`src/rtl/press_code_sequencer_pkg.sv`:
```
// Shared types for the press-code sequencer: FSM state encoding, symbol values
// and a small elaboration-time helper.
package pcs_pkg;

  typedef enum logic [2:0] {
    ST_IDLE,
    ST_PRESS,
    ST_GAP,
    ST_HOLD,
    ST_WAIT_REL
  } pcs_state_t;

  localparam logic SYM_DOT  = 1'b0;
  localparam logic SYM_DASH = 1'b1;

  function automatic int max_int(input int a, input int b);
    return (a > b) ? a : b;
  endfunction

endpackage

```
`src/rtl/press_code_sequencer_ms_tick_gen.sv`:
```
// Free-running millisecond prescaler: ms_tick is high for the one clk in which
// the counter sits at TICK_DIV-1, then the counter wraps to 0.
module ms_tick_gen #(
  parameter int TICK_DIV = 1000
) (
  input  logic clk,
  input  logic rst,
  output logic ms_tick
);

  localparam int CW = (TICK_DIV > 1) ? $clog2(TICK_DIV) : 1;

  logic [CW-1:0] r_cnt;

  always_ff @(posedge clk) begin
    if (rst) begin
      r_cnt <= '0;
    end else if (r_cnt == CW'(TICK_DIV - 1)) begin
      r_cnt <= '0;
    end else begin
      r_cnt <= r_cnt + CW'(1);
    end
  end

  assign ms_tick = (r_cnt == CW'(TICK_DIV - 1));

endmodule

```
`src/rtl/press_code_sequencer.sv`:
```
// Times presses/releases of the clean button level, builds a dot/dash code word
// and offers it on a valid/ready port. Define PCS_INPUT_SYNC_EN for a 2-flop input sync.
//
// Handshake: code_valid rises when a group closes and holds code_bits/code_len/
// code_ovf unchanged until a clk with code_valid && code_ready; the word is
// consumed on that clk and code_valid drops on the following clk.
module press_code_sequencer
  import pcs_pkg::*;
#(
  parameter int TICK_DIV   = 1000,
  parameter int DASH_MS    = 140,
  parameter int GAP_MS     = 500,
  parameter int ABORT_MS   = 3000,
  parameter int MAX_SYMS   = 4,
  parameter int ACTIVE_LOW = 1
) (
  input  logic                         clk,
  input  logic                         rst,
  input  logic                         btn_in,
  input  logic                         code_ready,
  output logic                         code_valid,
  output logic [MAX_SYMS-1:0]          code_bits,
  output logic [$clog2(MAX_SYMS+1)-1:0] code_len,
  output logic                         code_ovf,
  output logic                         busy,
  output pcs_state_t                   dbg_state
);

  localparam int LEN_W   = $clog2(MAX_SYMS + 1);
  localparam int DUR_MAX = max_int(ABORT_MS, GAP_MS);
  localparam int DUR_W   = $clog2(DUR_MAX + 1);

  logic w_raw, w_lvl, w_press_edge, w_rel_edge, w_tick, w_sym;
  logic r_prev;
  logic [DUR_W-1:0] r_dur;
  pcs_state_t r_state;
  logic r_valid, r_ovf;
  logic [MAX_SYMS-1:0] r_bits;
  logic [LEN_W-1:0] r_len;

`ifdef PCS_INPUT_SYNC_EN
  localparam logic REL_LVL = (ACTIVE_LOW != 0) ? 1'b1 : 1'b0;
  logic r_sync1, r_sync2;

  always_ff @(posedge clk) begin
    if (rst) begin
      r_sync1 <= REL_LVL;
      r_sync2 <= REL_LVL;
    end else begin
      r_sync1 <= btn_in;
      r_sync2 <= r_sync1;
    end
  end

  assign w_raw = r_sync2;
`else
  assign w_raw = btn_in;
`endif

  assign w_lvl        = (ACTIVE_LOW != 0) ? ~w_raw : w_raw;
  assign w_press_edge = w_lvl & ~r_prev;
  assign w_rel_edge   = ~w_lvl & r_prev;
  assign w_sym        = (r_dur >= DUR_W'(DASH_MS)) ? SYM_DASH : SYM_DOT;

  ms_tick_gen #(.TICK_DIV(TICK_DIV)) u_tick (
    .clk     (clk),
    .rst     (rst),
    .ms_tick (w_tick)
  );

  // Duration restarts on every level edge and saturates so long holds never wrap.
  always_ff @(posedge clk) begin
    if (rst) begin
      r_prev <= 1'b0;
      r_dur  <= '0;
    end else begin
      r_prev <= w_lvl;
      if (w_press_edge || w_rel_edge) begin
        r_dur <= '0;
      end else if (w_tick && (r_dur != DUR_W'(DUR_MAX))) begin
        r_dur <= r_dur + DUR_W'(1);
      end
    end
  end

  always_ff @(posedge clk) begin
    if (rst) begin
      r_state <= ST_IDLE;
      r_valid <= 1'b0;
      r_bits  <= '0;
      r_len   <= '0;
      r_ovf   <= 1'b0;
    end else begin
      case (r_state)
        ST_IDLE: begin
          if (w_press_edge) r_state <= ST_PRESS;
        end
        ST_PRESS: begin
          if (r_dur >= DUR_W'(ABORT_MS)) begin
            r_state <= ST_WAIT_REL;
            r_bits  <= '0;
            r_len   <= '0;
            r_ovf   <= 1'b0;
          end else if (w_rel_edge) begin
            r_state <= ST_GAP;
            if (r_len < LEN_W'(MAX_SYMS)) begin
              for (int i = 0; i < MAX_SYMS; i++) begin
                if (LEN_W'(i) == r_len) r_bits[i] <= w_sym;
              end
              r_len <= r_len + LEN_W'(1);
            end else begin
              r_ovf <= 1'b1;
            end
          end
        end
        ST_GAP: begin
          // A press on the same clk as the gap expiring keeps the group open.
          if (w_press_edge) begin
            r_state <= ST_PRESS;
          end else if (r_dur >= DUR_W'(GAP_MS)) begin
            r_state <= ST_HOLD;
            r_valid <= 1'b1;
          end
        end
        ST_HOLD: begin
          if (code_ready) begin
            r_valid <= 1'b0;
            r_bits  <= '0;
            r_len   <= '0;
            r_ovf   <= 1'b0;
            r_state <= w_lvl ? ST_WAIT_REL : ST_IDLE;
          end
        end
        ST_WAIT_REL: begin
          if (!w_lvl) r_state <= ST_IDLE;
        end
        default: r_state <= ST_IDLE;
      endcase
    end
  end

  assign code_valid = r_valid;
  assign code_bits  = r_bits;
  assign code_len   = r_len;
  assign code_ovf   = r_ovf;
  assign busy       = (r_state != ST_IDLE);
  assign dbg_state  = r_state;

endmodule

```
`config.mk`:
```
export PLATFORM = sky130hd
export DESIGN_NAME = press_code_sequencer
export DESIGN_NICKNAME = d
export VERILOG_FILES = /design/src/rtl/press_code_sequencer_pkg.sv /design/src/rtl/press_code_sequencer_ms_tick_gen.sv /design/src/rtl/press_code_sequencer.sv
export SDC_FILE = /design/constraint.sdc
export NUM_CORES = 1
export LEC_CHECK = 0
export CAP_MARGIN = 20
export CORE_MARGIN = 5
export CORE_UTILIZATION = 35
export DETAILED_ROUTE_END_ITERATION = 10
export PLACE_DENSITY = 0.5
export SYNTH_ARGS = -nofsm -noshare
export SYNTH_HDL_FRONTEND = slang
export SYNTH_SLANG_ARGS = --single-unit
```
`constraint.sdc`:
```
create_clock -name clk -period 2.5 [get_ports clk]
set_input_delay 0.5 -clock clk [delete_from_list [all_inputs] [get_ports clk]]
set_output_delay 0.5 -clock clk [all_outputs]
set_load 0.02 [all_outputs]
```
==> metrics <==
DPL Wire Length 2850 um; H-tree Lvls 2; status finished, final reports clean; CTS tree done; antenna cells 0; Clock Power Share between 30% and 40%; cell total after placement 290; RSZ-0062 raised after global routing no; Sequential Power Share 51.8%; Hold Path End code_bits[3]; Final period util a little over four fifths; fillers about 530; Root Driver clkbuf_8; Area after DPL 2070 um^2; CP startpoint dbg_state[1]; critical path arrival 1.59 ns; Tot GR Track Use 11.8%; placeable core region 5110 um^2; initial DRC count 54; Slew @ Worst Pin 0.449 ns; routability congestion estimate 0.745; die span in x slightly above 80 um; setup_tns 0 ns; Clock Tree Buf Depth 2; worst hold margin ~0.49 ns; die area slightly below 7000 um^2; Area contributors post-synth dfxtp_1, ha_1, nor2_1; Final Hold Vio Count 0; Syn-to-layout area delta 18.2%; reg2reg end r_dur[2]; Num CTS Buffers 5; vias post-DR 1454; drt pass-1 iters 4; CP max FO 10; Initial Utilization 36.0%; hold depth 2; Leakage between 0.8 and 0.9 nW; clock skew 0.00611 ns; share of cells above drive strength 1 9.21%; drt wl/cell 12.6 um; number of global-route vias before repair 1344; Internal Power between 0.0008 and 0.0009 W; Synth Cell Area 1840 um^2; slowest CP cell clkdlybuf4s50_1; Boundary Pins 17; via/cell ratio 4.88; Final Cell Area 2170 um^2; die height 82.5 um; sequential fraction of the synthesis area 38.1%; num rows 26; Net Sw Power 0.000263 W; I/O Buffers 16; post-cts gate resize count 0; Finish-stage setup viols 0; hold buffers post-CTS 0; final slew viol count 0; number of routed nets with antenna violations 0; crit path launch type flip-flop; Yosys top cell area share 38.1%; first-pass GRT wire length 6180 um; Max Fclk about 480 MHz; drt total wl 3770 um; max incr delay on CP 0.54 ns; pin count of the biggest net entering global routing 12; Switching Share approximately a quarter; residual DRC count 0; Finished Layout Cells between 200 and 300; Overflow after GRT 0; Worst VDD drop 0.228 mV; Worst setup EP type output port; Post-Syn Nets 224; FF-to-FF Start u_tick.r_cnt[0]; Mapped Cells between 200 and 250; Slew headroom 69.7%; nets 241; synth warn 0; Yosys top cell by area dfxtp_1; Core Util, Final a little over two fifths; register bit total from synthesis 35; mean post-synth cell area 8.76 um^2; max_cap viols 0; Worst Path Required 2.00 ns; Comb pwr share 8.5%; class of the worst hold path flip-flop to flip-flop; cells along the critical path or3_1, clkdlybuf4s50_1; critical path type flip-flop to output port; Final min period 2.09 ns; setup bufs post-CTS 0; Num Clock Sinks 35; clock transition at the registers of the reported paths 0.07 ns; hold path start code_bits[3]; initial antenna violation count 0; Cell variety after synth between 40 and 50; Power Density 516 nW/um^2; r2r setup slk approximately 0.62 ns; clk_lat worst skew 0.28 ns; Worst R2R Path Depth 6
worst max-delay path: cells and delay by family (launching register included):
kind                   cells  cell delay (ns)
flip-flops                 1             0.40
AND/OR/NAND/NOR            1             0.37
buffers and inverters      1             0.54
cells in the final DEF (no fill, tap or decap), types with 4 or more instances in the layout:
| cell | count |
|---|---|
| dfxtp_1 | 35 |
| nor2_1 | 28 |
| nand2_1 | 16 |
| clkdlybuf4s50_1 | 16 |
| nand3_1 | 14 |
| inv_1 | 10 |
| a21oi_1 | 10 |
| xor2_1 | 10 |
| ha_1 | 10 |
| nand2b_1 | 9 |
| clkbuf_8 | 7 |
| mux2i_1 | 6 |
| nand4_1 | 6 |
| xnor2_1 | 5 |
| nor4_1 | 4 |
power groups by stage:
stage	logic [W]	registers, W	clock network, W
after floorplan	0.0000626	0.000592	0
after global placement	0.0000964	0.000594	0
after detailed placement	0.0000962	0.000594	0
after CTS	0.0000966	0.000581	0.000467
after global routing	0.000105	0.000583	0.000490
final	0.0000954	0.000581	0.000446
sequential cells by signal (all words and copies together), names as in the netlist:
name          count
code_valid        1
r_prev            1
code_len          3
code_bits         4
code_ovf          1
r_dur            12
u_tick.r_cnt     10
dbg_state         3
per-layer routing:
layer | wire length, um | track usage [%] | up-vias
met2 | 1750 | 19.2 | 19
met5 | 0 | 0 | -
li1 | - | - | 765
met3 | 138 | 3.04 | 4
met1 | 1850 | 15.1 | 666
met4 | 32 | 3.92 | 0
how the worst max path moves through the flow:
| stage | cells past startpoint | slack, ns | end |
|---|---|---|---|
| final | 2 | 0.41 | busy |
| after global routing | 2 | 0.35 | busy |
| after CTS | 2 | 0.39 | busy |
| after detailed placement | 6 | 0.45 | dbg_state[1] |
| after global placement | 6 | 0.42 | code_valid |
| after floorplan | 6 | 0.79 | r_dur[2] |
logic make-up after synthesis:
kind of cell	share of synthesized area [%]
simple gates	29.6
flops	38.1
compound gates	11.1
buf+inv	4.01
xor+xnor	7.14
mux	3.26
fa+ha+maj	6.80
cell usage after synthesis, drive strengths merged:
cell type and number:
nand2 16, and2 2, nor4 5, and4 1
mux2i 6, nand4bb 1, a31o 1, or3 1
nand2b 9, o21bai 1, o311a 1, nand3 15
or2 2, xnor2 5, a311o 1, nor3 4
clkbuf 7, ha 10, o21ai 1, nor2b 2
o41ai 1, a211oi 3, a221oi 1, xor2 10
o211ai 1, a31oi 2, nand4b 1, and3 3
nand4 6, nor2 28, o31ai 3, dfxtp 35
o32ai 1, or3b 1, a21oi 10, nand3b 1
inv 10, buf 2
stage by stage:
step / total power, W / setup slack (ns)
after floorplan: 0.000655 / 0.792
after global placement: 0.000690 / 0.420
after detailed placement: 0.000690 / 0.453
after CTS: 0.00114 / 0.394
after global routing: 0.00118 / 0.347
final: 0.00112 / 0.409
final cells by class:
| cell class | count | area [um^2] | area share [%] |
|---|---|---|---|
| multi-input cells | 156 | 1070 | 49.0 |
| repair buffers | 19 | 183 | 8.40 |
| well taps | 70 | 87.6 | 4.03 |
| flip-flops and latches | 35 | 701 | 32.2 |
| inverters | 10 | 37.5 | 1.73 |
| clock buffers | 8 | 100 | 4.60 |
(Power assumes the default switching activity.)
